===== src/rtl/rr_channel_merger_if.sv =====
// Handshake bundle between NUM_CH producer channels, the round-robin merger and its consumer.
// The slave modport is the merger's view; the master modport is the surrounding environment's view.
interface rr_channel_merger_if #(
  parameter int unsigned DATA_WIDTH = 32,
  parameter int unsigned NUM_CH     = 8
);
  localparam int unsigned SEL_WIDTH = (NUM_CH > 1) ? $clog2(NUM_CH) : 1;

  logic [NUM_CH*DATA_WIDTH-1:0] ch_data_i;
  logic [NUM_CH-1:0]            ch_valid_i;
  logic [NUM_CH-1:0]            ch_last_i;
  logic [NUM_CH-1:0]            ch_ready_o;
  logic [DATA_WIDTH-1:0]        out_data_o;
  logic [SEL_WIDTH-1:0]         out_sel_o;
  logic                         out_last_o;
  logic                         out_valid_o;
  logic                         out_ready_i;
  logic                         busy_o;

  modport slave (
    input  ch_data_i, ch_valid_i, ch_last_i, out_ready_i,
    output ch_ready_o, out_data_o, out_sel_o, out_last_o, out_valid_o, busy_o
  );

  modport master (
    output ch_data_i, ch_valid_i, ch_last_i, out_ready_i,
    input  ch_ready_o, out_data_o, out_sel_o, out_last_o, out_valid_o, busy_o
  );
endinterface


===== src/rtl/rr_channel_merger.sv =====
// Round-robin merger of NUM_CH valid/ready channels into one tagged stream.
// Multi-word bursts are kept atomic; a single output register decouples the consumer.
module rr_channel_merger #(
  parameter int unsigned DATA_WIDTH = 32,
  parameter int unsigned NUM_CH     = 8
) (
  input logic               clk_i,
  input logic               arstn_i,
  rr_channel_merger_if.slave bus
);
  localparam int unsigned SEL_WIDTH = (NUM_CH > 1) ? $clog2(NUM_CH) : 1;

  if (NUM_CH < 2 || NUM_CH > 8) begin : g_bad_num_ch
    $error("rr_channel_merger: NUM_CH must be in 2..8");
  end

  typedef enum logic {
    IDLE   = 1'b0,
    LOCKED = 1'b1
  } state_e;

  state_e                 state_q, state_d;
  logic [SEL_WIDTH-1:0]   ptr_q, ptr_d;
  logic [SEL_WIDTH-1:0]   lock_q, lock_d;
  logic                   busy_q;

  logic                   out_valid_q;
  logic [DATA_WIDTH-1:0]  out_data_q;
  logic [SEL_WIDTH-1:0]   out_sel_q;
  logic                   out_last_q;

  logic                   load_en;
  logic                   grant_vld;
  logic [SEL_WIDTH-1:0]   grant_idx;
  logic                   grant_last;
  logic [DATA_WIDTH-1:0]  grant_data;
  logic                   xfer;
  logic [NUM_CH-1:0]      ready_c;

  // Successor channel, wrapping at NUM_CH (also for non-power-of-2 counts).
  function automatic logic [SEL_WIDTH-1:0] next_ch(input logic [SEL_WIDTH-1:0] c);
    if (32'(c) == NUM_CH - 1) return '0;
    else                      return c + SEL_WIDTH'(1);
  endfunction

  assign load_en = !out_valid_q || bus.out_ready_i;

  // Grant selection: locked channel only, or first valid channel starting at ptr.
  always_comb begin
    int unsigned cand;
    grant_vld = 1'b0;
    grant_idx = '0;
    cand      = 0;
    if (state_q == LOCKED) begin
      grant_vld = bus.ch_valid_i[lock_q];
      grant_idx = lock_q;
    end else begin
      for (int unsigned k = 0; k < NUM_CH; k++) begin
        cand = 32'(ptr_q) + k;
        if (cand >= NUM_CH) cand = cand - NUM_CH;
        if (!grant_vld && bus.ch_valid_i[SEL_WIDTH'(cand)]) begin
          grant_vld = 1'b1;
          grant_idx = SEL_WIDTH'(cand);
        end
      end
    end
  end

  assign xfer       = grant_vld && load_en;
  assign grant_last = bus.ch_last_i[grant_idx];
  assign grant_data = bus.ch_data_i[32'(grant_idx)*DATA_WIDTH +: DATA_WIDTH];

  // Ready is held low during reset so no word is consumed while the output is cleared.
  always_comb begin
    ready_c = '0;
    if (xfer && arstn_i) ready_c[grant_idx] = 1'b1;
  end

  // Arbitration state transitions.
  always_comb begin
    state_d = state_q;
    ptr_d   = ptr_q;
    lock_d  = lock_q;
    case (state_q)
      IDLE: begin
        if (xfer) begin
          if (grant_last) begin
            ptr_d = next_ch(grant_idx);
          end else begin
            lock_d  = grant_idx;
            state_d = LOCKED;
          end
        end
      end
      LOCKED: begin
        if (xfer && grant_last) begin
          ptr_d   = next_ch(lock_q);
          state_d = IDLE;
        end
      end
    endcase
  end

  always_ff @(posedge clk_i or negedge arstn_i) begin
    if (!arstn_i) begin
      state_q     <= IDLE;
      ptr_q       <= '0;
      lock_q      <= '0;
      busy_q      <= 1'b0;
      out_valid_q <= 1'b0;
      out_data_q  <= '0;
      out_sel_q   <= '0;
      out_last_q  <= 1'b0;
    end else begin
      state_q <= state_d;
      ptr_q   <= ptr_d;
      lock_q  <= lock_d;
      busy_q  <= (state_d == LOCKED);
      if (load_en) begin
        out_valid_q <= xfer;
        if (xfer) begin
          out_data_q <= grant_data;
          out_sel_q  <= grant_idx;
          out_last_q <= grant_last;
        end
      end
    end
  end

  assign bus.ch_ready_o  = ready_c;
  assign bus.out_valid_o = out_valid_q;
  assign bus.out_data_o  = out_data_q;
  assign bus.out_sel_o   = out_sel_q;
  assign bus.out_last_o  = out_last_q;
  assign bus.busy_o      = busy_q;

endmodule


===== src/flat_wrapper.sv =====
// flat-port wrapper written by rule: the top's interface ports become plain ports
module rr_channel_merger_flat 
#(
  parameter int unsigned DATA_WIDTH = 32,
  parameter int unsigned NUM_CH     = 8
)
  (clk_i, arstn_i, bus_ch_data_i, bus_ch_valid_i, bus_ch_last_i, bus_out_ready_i, bus_ch_ready_o, bus_out_data_o, bus_out_sel_o, bus_out_last_o, bus_out_valid_o, bus_busy_o);
  rr_channel_merger_if #(.DATA_WIDTH(DATA_WIDTH), .NUM_CH(NUM_CH)) bus_i ();
  input logic clk_i;
  input logic arstn_i;
  input wire logic [$bits(bus_i.ch_data_i)-1:0] bus_ch_data_i;
  input wire logic [$bits(bus_i.ch_valid_i)-1:0] bus_ch_valid_i;
  input wire logic [$bits(bus_i.ch_last_i)-1:0] bus_ch_last_i;
  input wire logic [$bits(bus_i.out_ready_i)-1:0] bus_out_ready_i;
  output wire logic [$bits(bus_i.ch_ready_o)-1:0] bus_ch_ready_o;
  output wire logic [$bits(bus_i.out_data_o)-1:0] bus_out_data_o;
  output wire logic [$bits(bus_i.out_sel_o)-1:0] bus_out_sel_o;
  output wire logic [$bits(bus_i.out_last_o)-1:0] bus_out_last_o;
  output wire logic [$bits(bus_i.out_valid_o)-1:0] bus_out_valid_o;
  output wire logic [$bits(bus_i.busy_o)-1:0] bus_busy_o;
  assign bus_i.ch_data_i = bus_ch_data_i;
  assign bus_i.ch_valid_i = bus_ch_valid_i;
  assign bus_i.ch_last_i = bus_ch_last_i;
  assign bus_i.out_ready_i = bus_out_ready_i;
  assign bus_ch_ready_o = bus_i.ch_ready_o;
  assign bus_out_data_o = bus_i.out_data_o;
  assign bus_out_sel_o = bus_i.out_sel_o;
  assign bus_out_last_o = bus_i.out_last_o;
  assign bus_out_valid_o = bus_i.out_valid_o;
  assign bus_busy_o = bus_i.busy_o;
  rr_channel_merger #(.DATA_WIDTH(DATA_WIDTH), .NUM_CH(NUM_CH)) u_core (.clk_i(clk_i), .arstn_i(arstn_i), .bus(bus_i));
endmodule

===== config.mk =====
export PLATFORM = sky130hd
export DESIGN_NAME = rr_channel_merger_flat
export DESIGN_NICKNAME = d
export VERILOG_FILES = /design/src/rtl/rr_channel_merger_if.sv /design/src/rtl/rr_channel_merger.sv /design/src/flat_wrapper.sv
export SDC_FILE = /design/constraint.sdc
export NUM_CORES = 1
export LEC_CHECK = 0
export BUFFER_PORTS_ARGS = -buffer_cell sky130_fd_sc_hd__buf_2
export CORE_AREA = 2 2 125 127
export CTS_BUF_LIST = sky130_fd_sc_hd__clkbuf_2
export DETAILED_ROUTE_END_ITERATION = 16
export DIE_AREA = 0 0 127 129
export PLACE_DENSITY = 0.71
export SETUP_SLACK_MARGIN = 0.1
export SLEW_MARGIN = 30
export SYNTH_ARGS = -nofsm -noshare
export SYNTH_HDL_FRONTEND = slang
export SYNTH_SLANG_ARGS = --single-unit

===== constraint.sdc =====
create_clock -name clk_i -period 5.3 [get_ports clk_i]
set_input_delay 0.53 -clock clk_i [delete_from_list [all_inputs] [get_ports clk_i]]
set_output_delay 0.53 -clock clk_i [all_outputs]
set_load 0.02 [all_outputs]

==> out/summary.txt <==
======================================================================================================
Run status                                                                                finished clean
Share of post-route cells with drive strength above 1                                            47.1%
Residual DRC                                                                                         0
Setup CP Type                                                                             flip-flop to output pin
Peak supply drop                                                                              0.436 mV
Data arrival time of the critical path                                                         4390 ps
Via count of the first global-routing pass                                                        5910
Drt pass-1 iters                                                                                     7
CTS Sinks                                                                                           44
Lkg Pwr                                                                                     0.00342 µW
Horizontal die dimension                                                                        127 µm
Async set-reset flop share out of synthesis                                                       100%
Largest driver fanout on the critical path                                                          24
Actual slew at the worst max-slew pin                                                           815 ps
Routed wirelength normalized by instance count                                                 20.1 µm
Number of buffers on the longest clock path                                                          2
Count of routing violations after the opening detailed-route iteration                             458
Final Hold Violating Endpoints                                                                       0
Buffer cell driving the clock tree root                                                   sky130_fd_sc_hd__clkbuf_2
CTS tree                                                                                           yes
Relative slew slack                                                                              45.4%
Max H-tree Level                                                                                     2
Crit path largest cell delay                                                                    460 ps
Number of flops mapped to enable cells by yosys                                                      0
Required arrival time at the worst endpoint                                                    4770 ps
Clock Latency Late Sink                                                                         450 ps
Total via count after detailed routing                                                            6077
Highest clock frequency the design can meet                                                    203 MHz
Syn Inst Count                                                                                     563
Final period utilization                                                                         92.9%
Global-route wire length before repair                                                        32100 µm
MaxCap Viol Count                                                                                    0
DIE AREA                                                                                     16400 µm²
Top cell family by delay on the critical path                                             compound AO/OA/AOI/OAI gates
Synth Net Count                                                                                    844
CP max stage cell                                                                         sky130_fd_sc_hd__mux4_2
Cts bufs inserted                                                                                    5
Cell area after placement                                                                     6930 µm²
Number of nets in the finished design                                                             1138
Initial antenna violation count                                                                      5
Design Area, Final                                                                            7120 µm²
Max-slew violation total from the final report                                                       0
Grt total ovfl                                                                                       0
Part of the Yosys area used for sequential elements                                              21.1%
Startpoint types                                                                             flip-flop
P&R area growth vs syn                                                                           36.3%
Core region area                                                                             15000 µm²
Global-route usage over all layers                                                               24.9%
Initial standard-cell utilization of the core                                                    34.9%
Crit path time final                                                                           4920 ps
Unrepaired setup endpoints after global routing                                                  false
Crit end category                                                                           output pin
Rows                                                                                                45
Clock transition at the register clock pins on the worst setup and hold paths after CTS         260 ps
Warning count from the yosys run                                                                     0
Maximum number of pins on one net before global-route repair                                        58
Final wirelength                                                                              21100 µm
Final HPWL from detailed placement                                                            16700 µm
IO buf count                                                                                       320
FF+latch count, synth                                                                               44
Cell breakdown of the critical path                                                       clkinvlp_4 -> ha_4 -> mux2_2 -> mux4_2 -> o32a_1 -> nand2b_1 -> o32ai_4 -> a21oi_4 -> nor2_4 -> clkinv_2 -> buf_8 -> nand2_4 -> nor2_1 -> buf_2
Mean Syn Cell Area                                                                            9.29 µm²
Antenna violation net count after detailed routing                                                   0
Largest clock skew in the final design                                                         9.52 ps
Cell variety after synth                                                                            72
Mapped Area                                                                                   5230 µm²
Ys flop type                                                                              sky130_fd_sc_hd__dfrtp_1
Cell Pwr Density                                                                            841 nW/µm²
Type of the worst min-delay path                                                          input port to flip-flop
Critical path buffers and inverters                                                                  4
# setup viols final                                                                                  0
Final total negative setup slack                                                                  0 ps
Die Y                                                                                           129 µm
Final GP Congestion                                                                              0.959
I/O pin count                                                                                      321
Vias per inst                                                                                     5.78
======================================================================================================
==> worst min-delay path: stages <==
cell and delay, ps:
sky130_fd_sc_hd__buf_2 70, sky130_fd_sc_hd__a22oi_1 70, sky130_fd_sc_hd__o22ai_1 120
==> worst paths after layout <==
path,slack [ps],cells after the start,end,startpoint
max,380,14,bus_ch_ready_o[2],u_core.ptr_q[0]$_DFFE_PN0P_
min,360,3,u_core.bus.out_data_o[27]$_DFFE_PN0P_,bus_ch_data_i[219]
max reg2reg,600,14,u_core.ptr_q[2]$_DFFE_PN0P_,u_core.ptr_q[0]$_DFFE_PN0P_
min reg2reg,510,2,u_core.bus.out_sel_o[1]$_DFFE_PN0P_,u_core.bus.out_sel_o[1]$_DFFE_PN0P_
max in group asynchronous,4060,3,u_core.bus.out_data_o[14]$_DFFE_PN0P_,arstn_i
min in group asynchronous,430,2,u_core.bus.out_data_o[3]$_DFFE_PN0P_,arstn_i
==> where the power goes <==
group / total, µW / switching (µW) / internal [µW]
logic: 5110 / 3020 / 2080
registers: 678 / 160 / 519
clock network: 209 / 128 / 81.2
==> stage by stage <==
stage	util (%)	setup WS [ps]	std cells	power [µW]	hold WS, ps
6_report	47.6	375	1051	5990	361
5_1_grt	47.5	80.0	1050	6460	323
4_1_cts	47.0	101	1043	5880	332
3_5_place_dp	46.3	301	1034	5640	409
3_3_place_gp	46.3	410	1034	5590	414
2_1_floorplan	-	539	563	4510	234
==> logic make-up (layout without fill, tap and decap cells) <==
kind of cell | after synthesis | in the layout | share of synthesized area (%)
adder cells (fa/ha/maj) | 6 | 6 | 1.44
AO/OA/AOI/OAI | 180 | 180 | 29.2
multiplexers | 125 | 125 | 28.5
buffers and inverters | 66 | 361 | 6.53
flip-flops | 44 | 44 | 21.1
other | 0 | 5 | 0
AND/OR/NAND/NOR | 138 | 138 | 12.5
XOR/XNOR | 4 | 4 | 0.670
==> what timing repair did <==
| action | in CTS | in global routing |
|---|---|---|
| pin swaps | 0 | 1 |
| setup endpoints to repair | 8 | 8 |
| hold buffers | 1 | 0 |
| hold endpoints to repair | 7 | 0 |
| buffers inserted | 0 | 3 |
| gates resized for setup | 4 | 10 |
==> cells in the final DEF (no fill, tap or decap), drive strengths merged, types with 22 or more instances in the layout <==
master and n:
dfrtp 44, a311oi 22, a21boi 24, a221o 25
nand2 64, nor2 29, mux2 26, mux2i 83
buf 341, a211oi 25
==> cells in the mapped netlist, types with 3 or more instances <==
cell type / instances / area [µm²]
sky130_fd_sc_hd__o32a_1: 3 / 30.0
sky130_fd_sc_hd__buf_6: 5 / 56.3
sky130_fd_sc_hd__a311oi_1: 22 / 193
sky130_fd_sc_hd__ha_1: 6 / 75.1
sky130_fd_sc_hd__a21boi_0: 22 / 165
sky130_fd_sc_hd__nand4_1: 12 / 75.1
sky130_fd_sc_hd__buf_4: 7 / 52.6
sky130_fd_sc_hd__a21oi_1: 5 / 25.0
sky130_fd_sc_hd__mux2_1: 14 / 158
sky130_fd_sc_hd__a221o_1: 25 / 250
sky130_fd_sc_hd__a221oi_1: 12 / 105
sky130_fd_sc_hd__nand2_1: 63 / 236
sky130_fd_sc_hd__nor3_1: 6 / 30.0
sky130_fd_sc_hd__o211a_1: 11 / 110
sky130_fd_sc_hd__mux2i_1: 83 / 831
sky130_fd_sc_hd__mux2_2: 10 / 113
sky130_fd_sc_hd__buf_2: 21 / 105
sky130_fd_sc_hd__o21ai_0: 5 / 25.0
sky130_fd_sc_hd__clkbuf_1: 19 / 71.3
sky130_fd_sc_hd__dfrtp_1: 44 / 1100
sky130_fd_sc_hd__o22ai_1: 12 / 75.1
sky130_fd_sc_hd__nor2_1: 27 / 101
sky130_fd_sc_hd__nand3_1: 9 / 45.0
sky130_fd_sc_hd__or3_1: 3 / 18.8
sky130_fd_sc_hd__mux4_2: 16 / 360
sky130_fd_sc_hd__a22oi_1: 11 / 82.6
sky130_fd_sc_hd__nand2b_1: 5 / 31.3
sky130_fd_sc_hd__a31oi_1: 4 / 25.0
sky130_fd_sc_hd__inv_1: 6 / 22.5
sky130_fd_sc_hd__a211oi_1: 24 / 180
==> metal layers <==
metal / track usage [%] / vias to the layer above / part of all wire [%]
li1: - / 2837 / -
met1: 31.1 / 2896 / 38
met2: 42.9 / 299 / 51
met3: 5.11 / 45 / 7.6
met4: 8.79 / 0 / 3.0
met5: 0 / - / 0
==> flip-flops by register name (all words and copies together) (netlist names) <==
register / cells
u_core.bus.out_sel_o: 3
u_core.state_q: 1
u_core.bus.out_valid_o: 1
u_core.ptr_q: 3
u_core.bus.out_last_o: 1
u_core.lock_q: 3
u_core.bus.out_data_o: 32
==> area by class of cell <==
| cell class | instances | area [µm²] |
|---|---|---|
| well taps | 188 | 235 |
| multi-input cells | 453 | 3850 |
| clock buffers | 5 | 25.0 |
| repair buffers | 342 | 1790 |
| fillers | 1533 | 7850 |
| clock inverters | 3 | 46.3 |
| inverters | 11 | 58.8 |
| flip-flops and latches | 44 | 1100 |
| diodes | 5 | 12.5 |
(Power assumes the default switching activity.)
